File: config.mk
export PLATFORM = sky130hd
export DESIGN_NAME = dds_freq_meter_flat
export DESIGN_NICKNAME = d
export VERILOG_FILES = /design/src/rtl/dds_pkg.sv /design/src/rtl/dds_freq_meter_if.sv /design/src/rtl/schmitt_cross.sv /design/src/rtl/dds_freq_meter.sv /design/src/flat_wrapper.sv
export SDC_FILE = /design/constraint.sdc
export NUM_CORES = 1
export LEC_CHECK = 0
export CORE_MARGIN = 2
export CORE_UTILIZATION = 35
export DETAILED_ROUTE_END_ITERATION = 7
export PLACE_DENSITY = 0.69
export SLEW_MARGIN = 30
export SYNTH_ARGS = -nofsm -noshare
export SYNTH_HDL_FRONTEND = slang
export SYNTH_HIERARCHICAL = 1
export SYNTH_SLANG_ARGS = --single-unit
export TNS_END_PERCENT = 30
File: constraint.sdc
create_clock -name clk -period 2.5 [get_ports clk]
set_clock_uncertainty 0.2 [all_clocks]
set_input_delay 0.75 -clock clk [delete_from_list [all_inputs] [get_ports clk]]
set_output_delay 0.75 -clock clk [all_outputs]
set_load 0.005 [all_outputs]
File: src/rtl/dds_pkg.sv
// Shared types and helpers for the DDS frequency meter.
// Optional peak tracker: DDS_FREQ_METER_PEAK_EN.
package dds_pkg;

  localparam int DDS_DATA_W = 8;

  typedef enum logic [2:0] {
    IDLE,
    ARM_LOW,
    ARM_HIGH,
    MEAS_LOW,
    MEAS_HIGH
  } meter_state_t;

  // most-negative input maps to its positive magnitude as unsigned
  function automatic logic [31:0] abs_mag(
    input logic signed [31:0] v
  );
    return v[31] ? -v : v;
  endfunction

endpackage

File: src/rtl/dds_freq_meter_if.sv
// Sample/measurement bundle between DDS source and meter.
// Master drives en/sample; slave returns the measurements.
interface dds_freq_meter_if
  import dds_pkg::*;
#(
  parameter int DATA_W = DDS_DATA_W,
  parameter int CNT_W  = 24
);

  logic                     en;
  logic signed [DATA_W-1:0] sample;
  logic [CNT_W-1:0]         period;
  logic                     period_valid;
  logic [DATA_W-1:0]        peak;
  logic                     locked;
  logic                     timeout;

  modport master (
    output en,
    output sample,
    input  period,
    input  period_valid,
    input  peak,
    input  locked,
    input  timeout
  );

  modport slave (
    input  en,
    input  sample,
    output period,
    output period_valid,
    output peak,
    output locked,
    output timeout
  );

endinterface

File: src/rtl/schmitt_cross.sv
// Hysteresis zone flags for the registered sample.
// Values strictly between the thresholds raise neither flag.
module schmitt_cross #(
  parameter int DATA_W = 8,
  parameter int HYST   = 4
) (
  input  logic signed [DATA_W-1:0] i_s_q,
  output logic                     o_low,
  output logic                     o_high
);

  localparam logic signed [DATA_W-1:0] P_LO = DATA_W'(-HYST);
  localparam logic signed [DATA_W-1:0] P_HI = DATA_W'(HYST);

  assign o_low  = (i_s_q <= P_LO);
  assign o_high = (i_s_q >= P_HI);

endmodule

File: src/rtl/dds_freq_meter.sv
// Period meter on rising zero crossings of a signed DDS stream.
// Define DDS_FREQ_METER_PEAK_EN to build the peak tracker.
module dds_freq_meter
  import dds_pkg::*;
#(
  parameter int DATA_W = DDS_DATA_W,
  parameter int CNT_W  = 24,
  parameter int HYST   = 4
) (
  input logic             clk,
  input logic             rst,
  dds_freq_meter_if.slave bus
);

  logic signed [DATA_W-1:0] r_s_q;
  meter_state_t             r_state;
  meter_state_t             w_next;
  logic [CNT_W-1:0]         r_cnt;
  logic [CNT_W-1:0]         r_period;
  logic                     r_pv;
  logic                     r_locked;
  logic                     r_timeout;
  logic                     w_low;
  logic                     w_high;
  logic                     w_first;
  logic                     w_cross;
  logic                     w_sat;
  logic                     w_meas;

  schmitt_cross #(
    .DATA_W(DATA_W),
    .HYST  (HYST)
  ) u_cross (
    .i_s_q (r_s_q),
    .o_low (w_low),
    .o_high(w_high)
  );

  always_comb begin
    w_next  = r_state;
    w_first = 1'b0;
    w_cross = 1'b0;
    w_sat   = 1'b0;
    w_meas  = (r_state == MEAS_LOW) ||
              (r_state == MEAS_HIGH);
    if (!bus.en) begin
      w_next = IDLE;
    end else begin
      unique case (r_state)
        IDLE:     w_next = ARM_LOW;
        ARM_LOW:  if (w_low) w_next = ARM_HIGH;
        ARM_HIGH: if (w_high) begin
          w_next  = MEAS_LOW;
          w_first = 1'b1;
        end
        MEAS_LOW: if (w_low) w_next = MEAS_HIGH;
        MEAS_HIGH: if (w_high) begin
          w_next  = MEAS_LOW;
          w_cross = 1'b1;
        end
        default:  w_next = IDLE;
      endcase
      // a crossing on the saturating cycle still reports
      if (w_meas && !w_cross && (r_cnt == '1)) begin
        w_sat  = 1'b1;
        w_next = ARM_LOW;
      end
    end
  end

  always_ff @(posedge clk or posedge rst) begin
    if (rst) r_state <= IDLE;
    else     r_state <= w_next;
  end

  always_ff @(posedge clk or posedge rst) begin
    if (rst) begin
      r_s_q     <= '0;
      r_cnt     <= '0;
      r_period  <= '0;
      r_pv      <= 1'b0;
      r_locked  <= 1'b0;
      r_timeout <= 1'b0;
    end else begin
      r_s_q     <= bus.sample;
      r_pv      <= 1'b0;
      r_timeout <= 1'b0;
      if (!bus.en) begin
        r_cnt    <= '0;
        r_locked <= 1'b0;
      end else if (w_first) begin
        r_cnt <= CNT_W'(1);
      end else if (w_cross) begin
        r_period <= r_cnt;
        r_pv     <= 1'b1;
        r_locked <= 1'b1;
        r_cnt    <= CNT_W'(1);
      end else if (w_sat) begin
        r_timeout <= 1'b1;
        r_locked  <= 1'b0;
        r_cnt     <= '0;
      end else if (w_meas) begin
        r_cnt <= r_cnt + CNT_W'(1);
      end
    end
  end

  assign bus.period       = r_period;
  assign bus.period_valid = r_pv;
  assign bus.locked       = r_locked;
  assign bus.timeout      = r_timeout;

`ifdef DDS_FREQ_METER_PEAK_EN
  logic [DATA_W-1:0] w_abs;
  logic [DATA_W-1:0] w_pk_max;
  logic [DATA_W-1:0] r_pk_run;
  logic [DATA_W-1:0] r_peak;

  assign w_abs    = DATA_W'(abs_mag(32'(r_s_q)));
  assign w_pk_max = (w_abs > r_pk_run) ? w_abs : r_pk_run;

  always_ff @(posedge clk or posedge rst) begin
    if (rst) begin
      r_pk_run <= '0;
      r_peak   <= '0;
    end else begin
      if (w_first || w_cross) r_pk_run <= w_abs;
      else                    r_pk_run <= w_pk_max;
      if (w_cross) r_peak <= w_pk_max;
    end
  end

  assign bus.peak = r_peak;
`else
  assign bus.peak = '0;
`endif

endmodule
File: src/flat_wrapper.sv
// flat-port wrapper written by rule: the top's interface ports become plain ports
module dds_freq_meter_flat import dds_pkg::*;
#(
  parameter int DATA_W = DDS_DATA_W,
  parameter int CNT_W  = 24,
  parameter int HYST   = 4
)
  (clk, rst, bus_en, bus_sample, bus_period, bus_period_valid, bus_peak, bus_locked, bus_timeout);
  dds_freq_meter_if #(.DATA_W(DATA_W), .CNT_W(CNT_W)) bus_i ();
  input logic clk;
  input logic rst;
  input wire logic [$bits(bus_i.en)-1:0] bus_en;
  input wire logic [$bits(bus_i.sample)-1:0] bus_sample;
  output wire logic [$bits(bus_i.period)-1:0] bus_period;
  output wire logic [$bits(bus_i.period_valid)-1:0] bus_period_valid;
  output wire logic [$bits(bus_i.peak)-1:0] bus_peak;
  output wire logic [$bits(bus_i.locked)-1:0] bus_locked;
  output wire logic [$bits(bus_i.timeout)-1:0] bus_timeout;
  assign bus_i.en = bus_en;
  assign bus_i.sample = bus_sample;
  assign bus_period = bus_i.period;
  assign bus_period_valid = bus_i.period_valid;
  assign bus_peak = bus_i.peak;
  assign bus_locked = bus_i.locked;
  assign bus_timeout = bus_i.timeout;
  dds_freq_meter #(.DATA_W(DATA_W), .CNT_W(CNT_W), .HYST(HYST)) u_core (.clk(clk), .rst(rst), .bus(bus_i));
endmodule
Yosys cells after proc, flatten, opt, wreduce, memory -nomap -nowiden

Cells that the tools add are included.

$mul: 0
Magnitude comparators: 2
Bitwise operators: 1
Mux-type cells: 30
Equality and inequality tests: 11
Shift operators: 0
Div/mod/pow operators: 0
Add/sub/neg operators: 1
Reduce and logical (&&, ||, !) cells: 9

Operators with widths:

| cell                                                                                 | count |
|---|---|
| 24-bit two-way mux                                                                   | 5 |
| 24-bit by 1-bit adder with 24-bit output (second input constant)                     | 1 |
| 24-bit equality test (second input constant)                                         | 1 |
| 1-bit two-way mux                                                                    | 19 |
| 3-bit two-way mux                                                                    | 5 |
| 3-bit one-hot mux with 4 select lines                                                | 1 |
| 8-bit by 4-bit greater-or-equal comparator with 1-bit output (second input constant) | 1 |
| 8-bit by 3-bit <= comparator with 1-bit output (second input constant)               | 1 |
| 3-bit by 2-bit equality test with 1-bit output (second input constant)               | 2 |
| 3-bit AND reduction                                                                  | 2 |
| 5-bit by 1-bit != test with 1-bit output (second input constant)                     | 1 |
| 4-bit by 2-bit != test with 1-bit output (second input constant)                     | 1 |
| 4-bit by 3-bit != test with 1-bit output (second input constant)                     | 1 |
| 4-bit != test (second input constant)                                                | 1 |
| 3-bit by 1-bit equality test with 1-bit output (second input constant)               | 1 |
| 3-bit equality test (second input constant)                                          | 1 |
| 3-bit zero test                                                                      | 1 |
| 3-bit by 1-bit != test with 1-bit output (second input constant)                     | 1 |
| 1-bit logical AND                                                                    | 2 |
| 2-bit != test (second input constant)                                                | 1 |
| 2-bit AND reduction                                                                  | 1 |
| 2-bit OR reduction                                                                   | 1 |
| 1-bit zero test                                                                      | 1 |
| 1-bit logical OR                                                                     | 1 |
| 1-bit inverter                                                                       | 1 |

Latch bits: 0
Word-level logic and storage cells: 61
Input port bits: 11
Memories: 0
Output and inout bits: 35
Bits in writable memories: 0
ROM bits: 0
Register bits after elaboration: 62

Longest topological paths before layout

Gate-level depths: netlist of run 1.

Depth after elaboration: 13
Mapped depth: 8
Mapped depth without buffers: 6

Modules after synthesis

Netlist of run 1, hierarchy kept.

By module, submodules not included:

| module         | cells an instance | times used | area an instance (um^2) | seq. area each (um^2) |
|---|---|---|---|---|
| dds_freq_meter | 238               | 1          | 2854.0                  | 1551.5 |
| schmitt_cross  | 6                 | 1          | 32.5                    | 0.0 |

Worst setup path before layout of run 1

OpenSTA, ideal clock, no wires.

Kind: input to register
Start point: input bus_en
End point: register u_core.r_period[16] (netlist: u_core/bus.period[16])
Data arrival time: 1817 ps
Setup slack: 355 ps
Path buffers: 2
Setup time: 128 ps
Stages on the path: 5
Required time: 2172 ps
Path through: inv_1 -> or3_1 -> buf_2 -> buf_2 -> mux2_1

Cells in the longest elaborated chain, start to end: 3
Elaborated cells on any way between the ends: 4
Those cells by class: 2 x mux; 1 x bitwise; 1 x reduce/logical

Ends and longest elaborated chain:

| element                                | line                 | source |
|---|---|---|
| start, declared                        | flat_wrapper.sv:12   | `input wire logic [$bits(bus_i.en)-1:0] bus_en;` |
| 1-bit two-way mux                      | dds_freq_meter.sv:46 | `if (!bus.en) begin` |
| 1-bit inverter (no source line)        | -                    |  |
| 3-bit AND reduction (no source line) * | -                    |  |
| end signal, assigned                   | dds_freq_meter.sv:94 | `r_period <= r_cnt;` |
| end, declared                          | dds_freq_meter.sv:19 | `logic [CNT_W-1:0] r_period;` |

Mark *: on every way between the ends. The rest lies on a longest branch, timed or not.
A chain may end at the register's enable or synchronous reset.

Worst setup path after layout of run 1

Start point: input bus_en
End point: register u_core.r_period[5] (netlist: u_core/bus.period[5])

The elaborated chain is that of the path after synthesis.

==> results of run 1 <==
[path summary, 6_finish.rpt]
| kind | endpoint | slack [ps] | cells after the start |
|---|---|---|---|
| setup / recovery | u_core/bus.period[5] | 270 | 5 |
| hold / removal | u_core/bus.period[3] | 290 | 1 |
| setup reg to reg | u_core/r_cnt[22] | 270 | 6 |
| hold reg to reg | u_core/bus.period[3] | 290 | 1 |
| max in group asynchronous | u_core/bus.period[3] | 1230 | 3 |
| min in group asynchronous | u_core/bus.period[8] | 610 | 3 |
[cell type report]
cell class              count  area, um2
clock buffers              13        169
clock inverters             1       5.00
fillers                   776       4510
inverters                   5       18.8
multi-input cells         163       1200
flip-flops and latches     62       1550
well taps                 105        131
repair buffers             50        505
[per-stage QoR]
stage	hold slack, ps	setup TNS [ps]	total power [mW]	setup slack (ps)
global placement	276	-204	1.15	-33.0
floorplan	273	0	1.12	8.60
finish	295	0	1.92	271
CTS	303	0	1.95	41.9
global route	318	0	2.01	86.5
detailed placement	286	-354	1.16	-68.3
[critical path, stage by stage]
cell and delay, ps:
clkdlybuf4s50_1 480, inv_1 50, or3_1 430, buf_4 200, mux2_1 320
[power by group through the flow]
stage	sequential (mW)	clock, mW	combinational, mW
6_report	1.04	0.781	0.108
5_1_grt	1.04	0.852	0.122
4_1_cts	1.03	0.808	0.105
3_5_place_dp	1.05	0	0.103
3_3_place_gp	1.05	0	0.101
2_1_floorplan	1.05	0	0.0748
[layer usage]
metal / track usage, % / share of wire, % / up-vias
met4: 5.07 / 0.89 / 0
met1: 18.0 / 46 / 1010
li1: - / - / 980
met5: 0 / 0 / -
met3: 4.31 / 4.8 / 6
met2: 21.0 / 48 / 58
[cells by family (layout without fill, tap and decap cells)]
kind of cell / after synthesis / count (layout)
buffers and inverters: 26 / 69
multiplexers: 23 / 23
AO/OA/AOI/OAI: 54 / 54
AND/OR/NAND/NOR: 65 / 65
XOR/XNOR: 11 / 11
adder cells (fa/ha/maj): 2 / 2
other: 1 / 8
flip-flops: 62 / 62
[flip-flops by register name (all words and copies together), names as in the netlist]
signal / cells
u_core/bus.period: 24
u_core/bus.period_valid: 1
u_core/bus.locked: 1
u_core/bus.timeout: 1
u_core/r_cnt: 24
u_core/r_state: 3
u_core/r_s_q: 8
[cell usage in the layout, fill, tap and decap left out, types with 2 or more instances in the layout]
cell type | netlist | layout
a21boi_1 | 2 | 2
a21oi_1 | 13 | 13
and2_1 | 3 | 3
and3_1 | 4 | 4
and4_1 | 3 | 3
buf_12 | 0 | 3
buf_4 | 9 | 10
clkbuf_8 | 0 | 12
clkdlybuf4s50_1 | 0 | 37
conb_1 | 1 | 8
dfrtp_1 | 62 | 62
inv_1 | 5 | 4
mux2_1 | 7 | 7
mux2_2 | 16 | 16
nand2_1 | 8 | 8
nand2b_1 | 2 | 2
nand4_1 | 5 | 5
nand4_2 | 2 | 2
nor2_1 | 11 | 11
nor3_1 | 4 | 4
nor3b_1 | 3 | 3
o2111ai_1 | 4 | 4
o211ai_1 | 2 | 2
o21a_1 | 2 | 2
o21ai_0 | 8 | 8
o31ai_1 | 12 | 12
or3_1 | 3 | 3
or4_1 | 11 | 11
xnor2_1 | 2 | 2
xor2_1 | 9 | 9
[synth_stat cells, types with 4 or more instances]
| cell | count | area [um2] |
|---|---|---|
| and3_1 | 4 | 25.0 |
| mux2_2 | 16 | 180 |
| mux2_1 | 7 | 78.8 |
| o21ai_0 | 8 | 40.0 |
| nor2_1 | 11 | 41.3 |
| nand4_1 | 5 | 31.3 |
| a21oi_1 | 13 | 65.1 |
| dfrtp_1 | 62 | 1550 |
| nor3_1 | 4 | 20.0 |
| xor2_1 | 9 | 78.8 |
| buf_4 | 9 | 67.6 |
| o31ai_1 | 12 | 90.1 |
| or4_1 | 11 | 82.6 |
| o2111ai_1 | 4 | 35.0 |
| buf_2 | 8 | 40.0 |
| nand2_1 | 8 | 30.0 |
| inv_1 | 5 | 18.8 |
[timing repair]
action,in CTS,in global routing
cloned,0,0
buffers inserted,0,1
endpoints found under the setup margin,3,19
pin swaps,1,1
==> out/results.txt, run 1 <==
CP endpoint kind = flip-flop
CP Launch Type = input port
worst slew pin tran = 550 ps
min cycle time layout = 2230 ps
Final period util = 89.2%
Final Hold Viols = 0
launching point of the worst reg2reg path = u_core/r_cnt[0]
xor/xnor share of the synthesized area = 3.34%
Worst Setup SP = bus_en
max-cap viol count = 0
ANT nets after route = 0
fin. max-slew vios = 0
H-tree depth = 3
nets = 303
Top FF cell, synth = dfrtp_1
# port buffers = 37
status = finished, final reports clean
maximum vdd drop = 0.000273 V
pin count of the biggest net entering global routing = 63
HPWL after detailed placement = 3830 um
Post-Syn Instances = 244
post-synthesis compound-gate area fraction = 13.4%
Initial DRT Pass Iterations = 4
die width = 94.8 um
post-CTS sizing = 0
mux cell area share after synthesis = 8.97%
register share of total power = 53.8%
placed cells = 384
maximum clock rate = 0.449 GHz
number of buffers inserted by hold repair at cts = 0
slew margin rel. = 62.9%
ANT cells = 0
Cell variety after synth = 49
antenna violations before repair = 0
root buffer cell = clkbuf_8
Iteration-0 DRC Markers = 69
Comb power frac = 5.6%
Syn Std Cell Area = 2890 um2
sw frac = 22.2%
Core Area = 8090 um2
Power Density = 536 nW/um2
fraction of registers with async set/reset = 100%
unrepaired setup endpoints after global routing = no
vias in the first global route = 1,950
gr usage total = 13.6%
layout cell share with drive strength beyond 1 = 17.7%
Critical Path AT = 2230 ps
total grt overflow = 0
main combinational cell family by area after synthesis = simple AND/OR/NAND/NOR gates
WL/cell = 14.3 um
routed vias = 2,054
Critical Path RT = 2500 ps
CP max FO = 10
row cnt = 33
register clock-pin slew on the reported worst setup and hold paths = 60 ps
synthesized flop and latch total = 62
Post-DP Area = 3390 um2
CTS buffer count = 9
design area = 3590 um2
Die H = 94.8 um
synthesis-to-layout area growth = 24.2%
final wirelength = 5710 um
# IOs = 46
GPL Wtd Cong = 0.788
Net Sw Power = 426 uW
Clock Power Share = 40.6%
Hold WC Path Type = flip-flop to flip-flop
Synth Area in Simple Gates = 14.2%
clk buf depth = 2
Pint = 1.50 mW
non-filler instance count after layout = 399
hold path start = u_core/bus.period[3]
DR DRC count = 0
Synth Area per Inst = 11.8 um2
sequential fraction of the synthesis area = 53.7%
endpoints failing setup = 0
EDFF count, synth = 0
clk_lat worst skew = 330 ps
clk sinks = 62
Layout Utilization = 44.3%
DR vias/cell = 5.15
Initial Util = 35.7%
Yosys warning count = 6
critical path type = input port to flip-flop
Leakage = 1.58 nW
global-route wire length before repair = 9360 um
area share of fa/ha/maj cells after synthesis = 0.780%
TritonCTS clock tree = yes
die area = 8990 um2
(Power assumes the default switching activity.)
==> inputs of run 2 (changes only) <==
- PLACE_DENSITY: 0.69 -> 0.67
- clock period: 2.5 -> 2.8 ns (I/O delays scaled with it)
==> run 2 against run 1 <==
  * Register-to-register slack better by 250 ps
  * Hold slack worse by 1.0 ps
  * Sequential power down 11%
  * Highest routed layer unchanged
  * Largest cell class unchanged
  * Clock power up 3%
  * Core utilization up 0.22 points
==> out/results.txt, run 2 (synthesis results as in run 1) <==
final hold slack = 294 ps
hold path start = u_core/bus.period[6]
worst path cell trace = nor3b_2 -> o21ai_0 -> or4_1 -> a21oi_1
PnR Total Power = 1.82 mW
Net Sw Power = 428 uW
max-cap viol count = 0
root buffer cell = clkbuf_8
register clock-pin slew on the reported worst setup and hold paths = 70 ps
GPL Wtd Cong = 0.769
register area = 1550 um2
unrepaired setup endpoints after global routing = no
ANT cells = 0
Power Density = 506 nW/um2
Critical Path Max Stage Delay = 530 ps
# IOs = 46
most frequent cells in the layout = 62 x dfrtp_1, 37 x clkdlybuf4s50_1, 16 x mux2_2
commonest non-fill, non-tap cell in the layout = dfrtp_1
Crit path max-delay family = simple AND/OR/NAND/NOR gates
CTS buffer count = 9
Leakage = 1.57 nW
HPWL after detailed placement = 3870 um
Initial DRT Pass Iterations = 4
CP endpoint kind = flip-flop
post-CTS sizing = 0
WL/cell = 13.9 um
r2r worst-path depth = 4
min cycle time layout = 2280 ps
clk buf depth = 2
synthesis-to-layout area growth = 24.8%
clk sinks = 62
number of buffers inserted by hold repair at cts = 0
fin worst setup slack = 516 ps
# fillers = 757
status = finished, final reports clean
Core Area = 8090 um2
vias in the first global route = 2,017
pin count of the biggest net entering global routing = 43
slew margin rel. = 55.3%
worst slew pin tran = 663 ps
Hold EP = u_core/bus.period[6]
Die H = 94.8 um
endpoints failing setup = 0
launching point of the worst reg2reg path = u_core/r_state[2]
ANT nets after route = 0
fin. max-slew vios = 0
# port buffers = 37
H-tree depth = 3
sw frac = 23.5%
global-route wire length before repair = 9500 um
DR DRC count = 0
worst reg2reg endpoint = u_core/r_cnt[21]
die width = 94.8 um
maximum clock rate = 0.438 GHz
Comb power frac = 5.4%
Critical Path RT = 2860 ps
die area = 8990 um2
Final period util = 81.6%
row cnt = 33
Multi-input gate area = 1200 um2
Clock Power Share = 43.9%
Hold WC Path Type = flip-flop to flip-flop
CP max-delay cell = or4_1
Final Hold Viols = 0
register share of total power = 50.7%
Setup TNS Final = 0 ps
total grt overflow = 0
critical path type = flip-flop to flip-flop
hold path depth = 1
DR vias/cell = 5.16
dpl ws = 170 ps
routed vias = 2,048
CP max FO = 8
antenna violations before repair = 0
Pint = 1.39 mW
Critical Path AT = 2340 ps
r2r setup slk = 520 ps
Setup Buffers After CTS = 0
TritonCTS clock tree = yes
maximum vdd drop = 0.000220 V
clk_lat worst skew = 340 ps
Iteration-0 DRC Markers = 76
layout cell share with drive strength beyond 1 = 17.5%
final wirelength = 5540 um
nets = 299
CP Launch Type = flip-flop
crit path buf inv count = 0
Initial Util = 35.7%
gr usage total = 13.8%
[run 2: final cells by class]
type,instances,share of cell area (%)
clock buffer,10,3.82
multi-input combinational,163,33.4
tap,105,3.65
inverter,5,0.521
sequential,62,43.1
clock inverter,6,1.98
timing repair buffer,46,13.5
[run 2: per-stage QoR]
step	area (um2)	std cells	utilization, %
after detailed placement	3390	381	41.9
final	3600	397	44.5
after global placement	3390	381	41.9
after CTS	3600	397	44.5
after floorplan	2910	251	-
after global routing	3600	397	44.5
[run 2: worst max-delay path by stage]
stage | from | cells past startpoint | slack [ps] | end
after floorplan | rst | 1 | 220 | u_core/bus.locked
after global placement | bus_en | 5 | 190 | u_core/bus.period[6]
after detailed placement | bus_en | 5 | 170 | u_core/bus.period[16]
after CTS | u_core/bus.period[0] | 1 | 530 | bus_period[0]
after global routing | u_core/r_state[2] | 4 | 370 | u_core/r_cnt[21]
final | u_core/r_state[2] | 4 | 520 | u_core/r_cnt[21]
[run 2: metal layers]
layer / wire length, um / track usage (%) / vias up
met5: 0 / 0 / -
met2: 2530 / 20.2 / 53
met1: 2570 / 18.0 / 1000
met3: 305 / 5.43 / 15
li1: - / - / 980
met4: 125 / 6.04 / 0
[run 2: power by group through the flow]
stage                     sequential, mW  combinational (mW)  clock (mW)
final                              0.923              0.0984       0.801
after global routing               0.925               0.112       0.869
after detailed placement           0.940               0.101           0
after global placement             0.940              0.0991           0
after CTS                          0.923               0.101       0.816
after floorplan                    0.934              0.0668           0
==> RTL change 1: new RTL, flow settings as in run 2 <==
Add a define of `DDS_FREQ_METER_PEAK_EN`.
--- a/src/rtl/dds_freq_meter.sv
+++ b/src/rtl/dds_freq_meter.sv
@@ -1,5 +1,7 @@
 // Period meter on rising zero crossings of a signed DDS stream.
 // Define DDS_FREQ_METER_PEAK_EN to build the peak tracker.
+`define DDS_FREQ_METER_PEAK_EN
+
 module dds_freq_meter
   import dds_pkg::*;
 #(
Function: changed (a bounded check fails within 10 cycles, from zero or initial values and one cycle with rst high).
==> RTL change 1 against run 2 <==
- the run now ends with setup timing left
- routed wire length rose by 51%
- total power rose by 56%
- sequential share of layout area fell by 3.1 points
- sequential cell count rose by 16
- via count rose by 45%
- worst setup slack got worse by 0.59 ns
- count of clock-buffer cells in the layout did not move
- final area rose by 36%
- area after synthesis rose by 30%
- hold slack got worse by 0.016 ns
- critical endpoint is now u_core/r_pk_run[2]
- largest cell class unchanged
==> RTL change 1: results (changes against run 2) <==
Status
  • Status: finished with violations
  • Failing checks: setup timing

Detailed routing
  • Iteration-0 DRC Markers: 133 (+75%)
  • Routed wl met2: 4188 µm (+65%)
  • Met3 Wirelength: 360 µm (+18%)
  • DRT met1 WL: 3709 µm (+44%)
  • Routed vias/inst: 4.952 (-4.0%)

Global routing
  • Met1 GRT Util: 0.1906 (+0.01061)
  • Overall routing resource usage: 0.1551 (+0.01762)
  • Via count of the first global-routing pass: 2,936 (+46%)
  • Largest net degree at the start of global routing: 37 (-14%)
  • Grt met2 use: 0.2673 (+0.06576)
  • First-pass GRT wire length: 14,080 µm (+48%)
  • Met3 Resource Use GR: 0.04358 (-0.01069)

Logic synthesis
  • Post-Syn Instances: 382 (+57%)
  • Netlist cell types: 48 (-2.0%)
  • Synth cell count leaders: nand2_1, dfrtp_1, nor2_1
  • Synth area leaders: dfrtp_1, nand2_1, xnor2_1
  • Register area share after synthesis: 0.5203 (-0.01715)

Layout
  • Share of cells above drive strength 1: 0.1875 (+0.01284)
  • Fraction of area in multi-input gates: 0.3646 (+0.03022)
  • Seq_cells: 78 (+26%)
  • Sequential fraction of total cell area: 0.3997 (-0.03086)
  • Clock network share of area: 0.04228 (-0.01571)
  • Comb_multi_in: 276 (+69%)
  • Plain + repair buffers: 78 (+70%)
  • NonClk Buf Share: 0.1455 (+0.01011)

Placement
  • Placed cells: 578 (+52%)
  • Number of port buffers: 45 (+22%)
  • Routability cong.: 0.9118 (+19%)

Pwr
  • Leak: 2.208 nW (+40%)
  • Tot Pwr: 2.845 mW (+56%)
  • Maximum vdd drop: 0.3936 mV (+79%)
  • P per Cell Area: 582.6 nW/µm² (+15%)
  • P_comb: 713 µW (+620%)
  • Sequential Power Share: 0.447 (-0.060)

STA
  • Final Setup Violations: 12 (+12)
  • Final worst slack: -0.07722 ns (-0.5936 ns)

Critical path
  • Delay of the slowest critical-path stage: 0.42 ns (-0.11 ns)
  • Critical Path AT: 2.91 ns (+0.57 ns)
  • Slowest-stage cell, CP: or3_4

Worst hold path
  • Min-delay src: u_core/bus.period[2]

Floorplan
  • N_taps: 136 (+30%)
RTL change 1: cells by family (layout without fill, tap and decap cells):
group | Yosys count | after routing | synth area share
xor gates and xnor gates | 28 | 28 | 0.06538
and+or+nand+nor | 188 | 188 | 0.2422
muxes | 10 | 10 | 0.02935
adders and majority gates | 10 | 10 | 0.03336
AOI/OAI and AO/OA | 40 | 40 | 0.07605
buffers and inverters | 28 | 110 | 0.03336
DFF | 78 | 78 | 0.5203
RTL change 1: final timing paths:
check / to / slack, ns / depth (start not counted)
max: u_core/r_pk_run[2] / -0.08 / 9
min: u_core/bus.period[2] / 0.28 / 2
max reg2reg: u_core/r_pk_run[2] / -0.08 / 9
min reg2reg: u_core/bus.period[2] / 0.28 / 2
max in group asynchronous: u_core/r_pk_run[5] / 1.36 / 3
min in group asynchronous: u_core/r_s_q[3] / 0.54 / 2
RTL change 1: repair_timing:
action                                 4_1_cts  5_1_grt
setup buffers                                3        3
pin swaps                                    6        5
setup endpoints to repair                   16       16
endpoints found under the hold margin        0        0
resized for setup                           17       11
==> RTL change 2: new RTL, flow settings as in run 2 <==
Without the edit above. Encoding of `meter_state_t`: now one-hot (5 bits for 5 states).
--- a/src/rtl/dds_pkg.sv
+++ b/src/rtl/dds_pkg.sv
@@ -4,12 +4,12 @@
 
   localparam int DDS_DATA_W = 8;
 
-  typedef enum logic [2:0] {
-    IDLE,
-    ARM_LOW,
-    ARM_HIGH,
-    MEAS_LOW,
-    MEAS_HIGH
+  typedef enum logic [4:0] {
+    IDLE      = 5'b00001,
+    ARM_LOW   = 5'b00010,
+    ARM_HIGH  = 5'b00100,
+    MEAS_LOW  = 5'b01000,
+    MEAS_HIGH = 5'b10000
   } meter_state_t;
 
   // most-negative input maps to its positive magnitude as unsigned
Formal check against the unedited RTL: no difference found for any inputs over 10 cycles, from zero or initial values and one cycle with rst high; not proved beyond that.
==> RTL change 2 against run 2 <==
- die area up 6.8%
- area after synthesis up 7.2%
- total power up 1.7%
- combinational power up 57%
- final area up 3.7%
- routed wire length up 16%
- critical path type unchanged
- first-iteration DRC count up 71%
- worst setup slack worse by 0.29 ns
- sequential cell count up 2
==> RTL change 2: results (changes against run 2) <==
Status
  • Status: finished clean

Pwr
  • Leak: 1.563 nW (-0.68%)
  • Sw frac: 0.2534 (+0.01867)
  • Logic pwr share: 0.083 (+0.029)
  • Maximum vdd drop: 0.2159 mV (-2.0%)
  • P per Cell Area: 496.1 nW/µm² (-1.9%)

Critical path
  • Critical Path AT: 2.63 ns (+0.29 ns)
  • R2R setup slack: 0.23 ns (-0.29 ns)
  • CP startpoint: u_core/r_s_q[5]
  • Reg2Reg Depth: 7 (+3)
  • CP max FO: 8 (unchanged)
  • Reg-to-Reg End: u_core/r_cnt[22]

Layout
  • Reg area: 1603 µm² (+3.3%)
  • Inverters: 9 (+4)
  • Final Instance Count excl. Fillers: 436 (+9.8%)
  • Clock network share of area: 0.04720 (-0.01078)
  • Fraction of area in multi-input gates: 0.3609 (+0.02652)
  • Share of cells above drive strength 1: 0.1768 (+0.002172)
  • Final nets: 335 (+12%)
  • Seq_cells: 64 (+3.2%)
  • NonClk Buf Share: 0.1178 (-0.01757)
  • Fill cells: 817 (+7.9%)
  • Clk_buf instances: 13 (+3)

Clock tree
  • Cts repair resizes: 0 (unchanged)
  • Setup Fix Bufs, Post-CTS: 0 (unchanged)

Worst hold path
  • Hold EP: u_core/bus.period[16]
  • Min-delay src: u_core/bus.period[16]

Global routing
  • Via count of the first global-routing pass: 2,345 (+16%)
  • Overall routing resource usage: 0.1434 (+0.005892)
  • Largest net degree at the start of global routing: 50 (+16%)
  • First-pass GRT wire length: 11,030 µm (+16%)

Detailed routing
  • Iteration-0 DRC Markers: 130 (+71%)
  • WL/cell: 14.73 µm (+5.6%)

Logic synthesis
  • Mux contribution to synthesized area: 0.07969 (-0.01003)
  • Post-Syn Instances: 285 (+17%)
  • Netlist cell types: 50 (+2.0%)
  • Synth cell count leaders: dfrtp_1, nand2_1, mux2_2, nor2_1, xnor2_1
  • Synth Area in Compound Gates: 0.1335 (-0.0008785)
  • Register area share after synthesis: 0.5182 (-0.01929)
  • Post-Synth XOR/XNOR Area: 0.05097 (+0.01759)
  • Synth area leaders: dfrtp_1, mux2_2, xnor2_1

Placement
  • Placed inst area: 3561 µm² (+4.9%)
  • DP HPWL: 4350 µm (+13%)
  • Placement Setup Slack: 0.1530 ns (-0.01656 ns)
  • Placed cells: 420 (+10%)
## RTL change 2: cell count changes in the layout (fill, tap and decap cells not counted), sizes merged, moves of 4 or more
| cell | delta |
|---|---|
| nand2 | +15 |
| inv | +4 |
| nor2 | +14 |
| o2111ai | -5 |
| xor2 | -4 |
| o31ai | -10 |
| nand3 | +11 |
| xnor2 | +11 |
| a211oi | +9 |
| or4 | -5 |
| a2111oi | +4 |
## RTL change 2: cell families (layout without fill, tap and decap cells)
family	after synthesis	count (layout)
AO/OA/AOI/OAI	54	54
XOR/XNOR	18	18
adder cells (fa/ha/maj)	1	1
buffers and inverters	32	68
flip-flops	64	64
multiplexers	22	22
other	1	8
AND/OR/NAND/NOR	93	93
## RTL change 2: metrics by stage
stage                     hold slack (ns)  power, mW    util
after CTS                          0.3090      1.882  0.4328
after global placement             0.2720      1.152  0.4123
after global routing               0.3227      1.944  0.4328
after detailed placement           0.2911      1.158  0.4123
final                              0.2998      1.854  0.4328
after floorplan                    0.2713      1.121       -
## RTL change 2: per-layer routing
layer,global-route usage,vias up,wire length (µm)
li1,-,1085,-
met1,0.1796,1116,2859
met2,0.2271,58,3097
met3,0.04295,16,318
met4,0.06944,0,146
met5,0,-,0
## RTL change 2: critical path, stage by stage, from the launching register on
cell and delay, ns:
dfrtp_1 0.35, nor3_1 0.05, a21oi_1 0.30, and3b_1 0.26, o311ai_4 0.18, a211o_1 0.45
or4_1 0.53, a21oi_1 0.18
## RTL change 2: worst max-delay path by stage
stage | end | slack, ns | cells past startpoint
after floorplan | u_core/bus.locked | 0.16 | 1
after global placement | u_core/r_cnt[19] | 0.19 | 6
after detailed placement | u_core/r_cnt[17] | 0.15 | 6
after CTS | u_core/r_cnt[22] | 0.23 | 7
after global routing | u_core/r_cnt[22] | 0.09 | 7
final | u_core/r_cnt[22] | 0.23 | 7
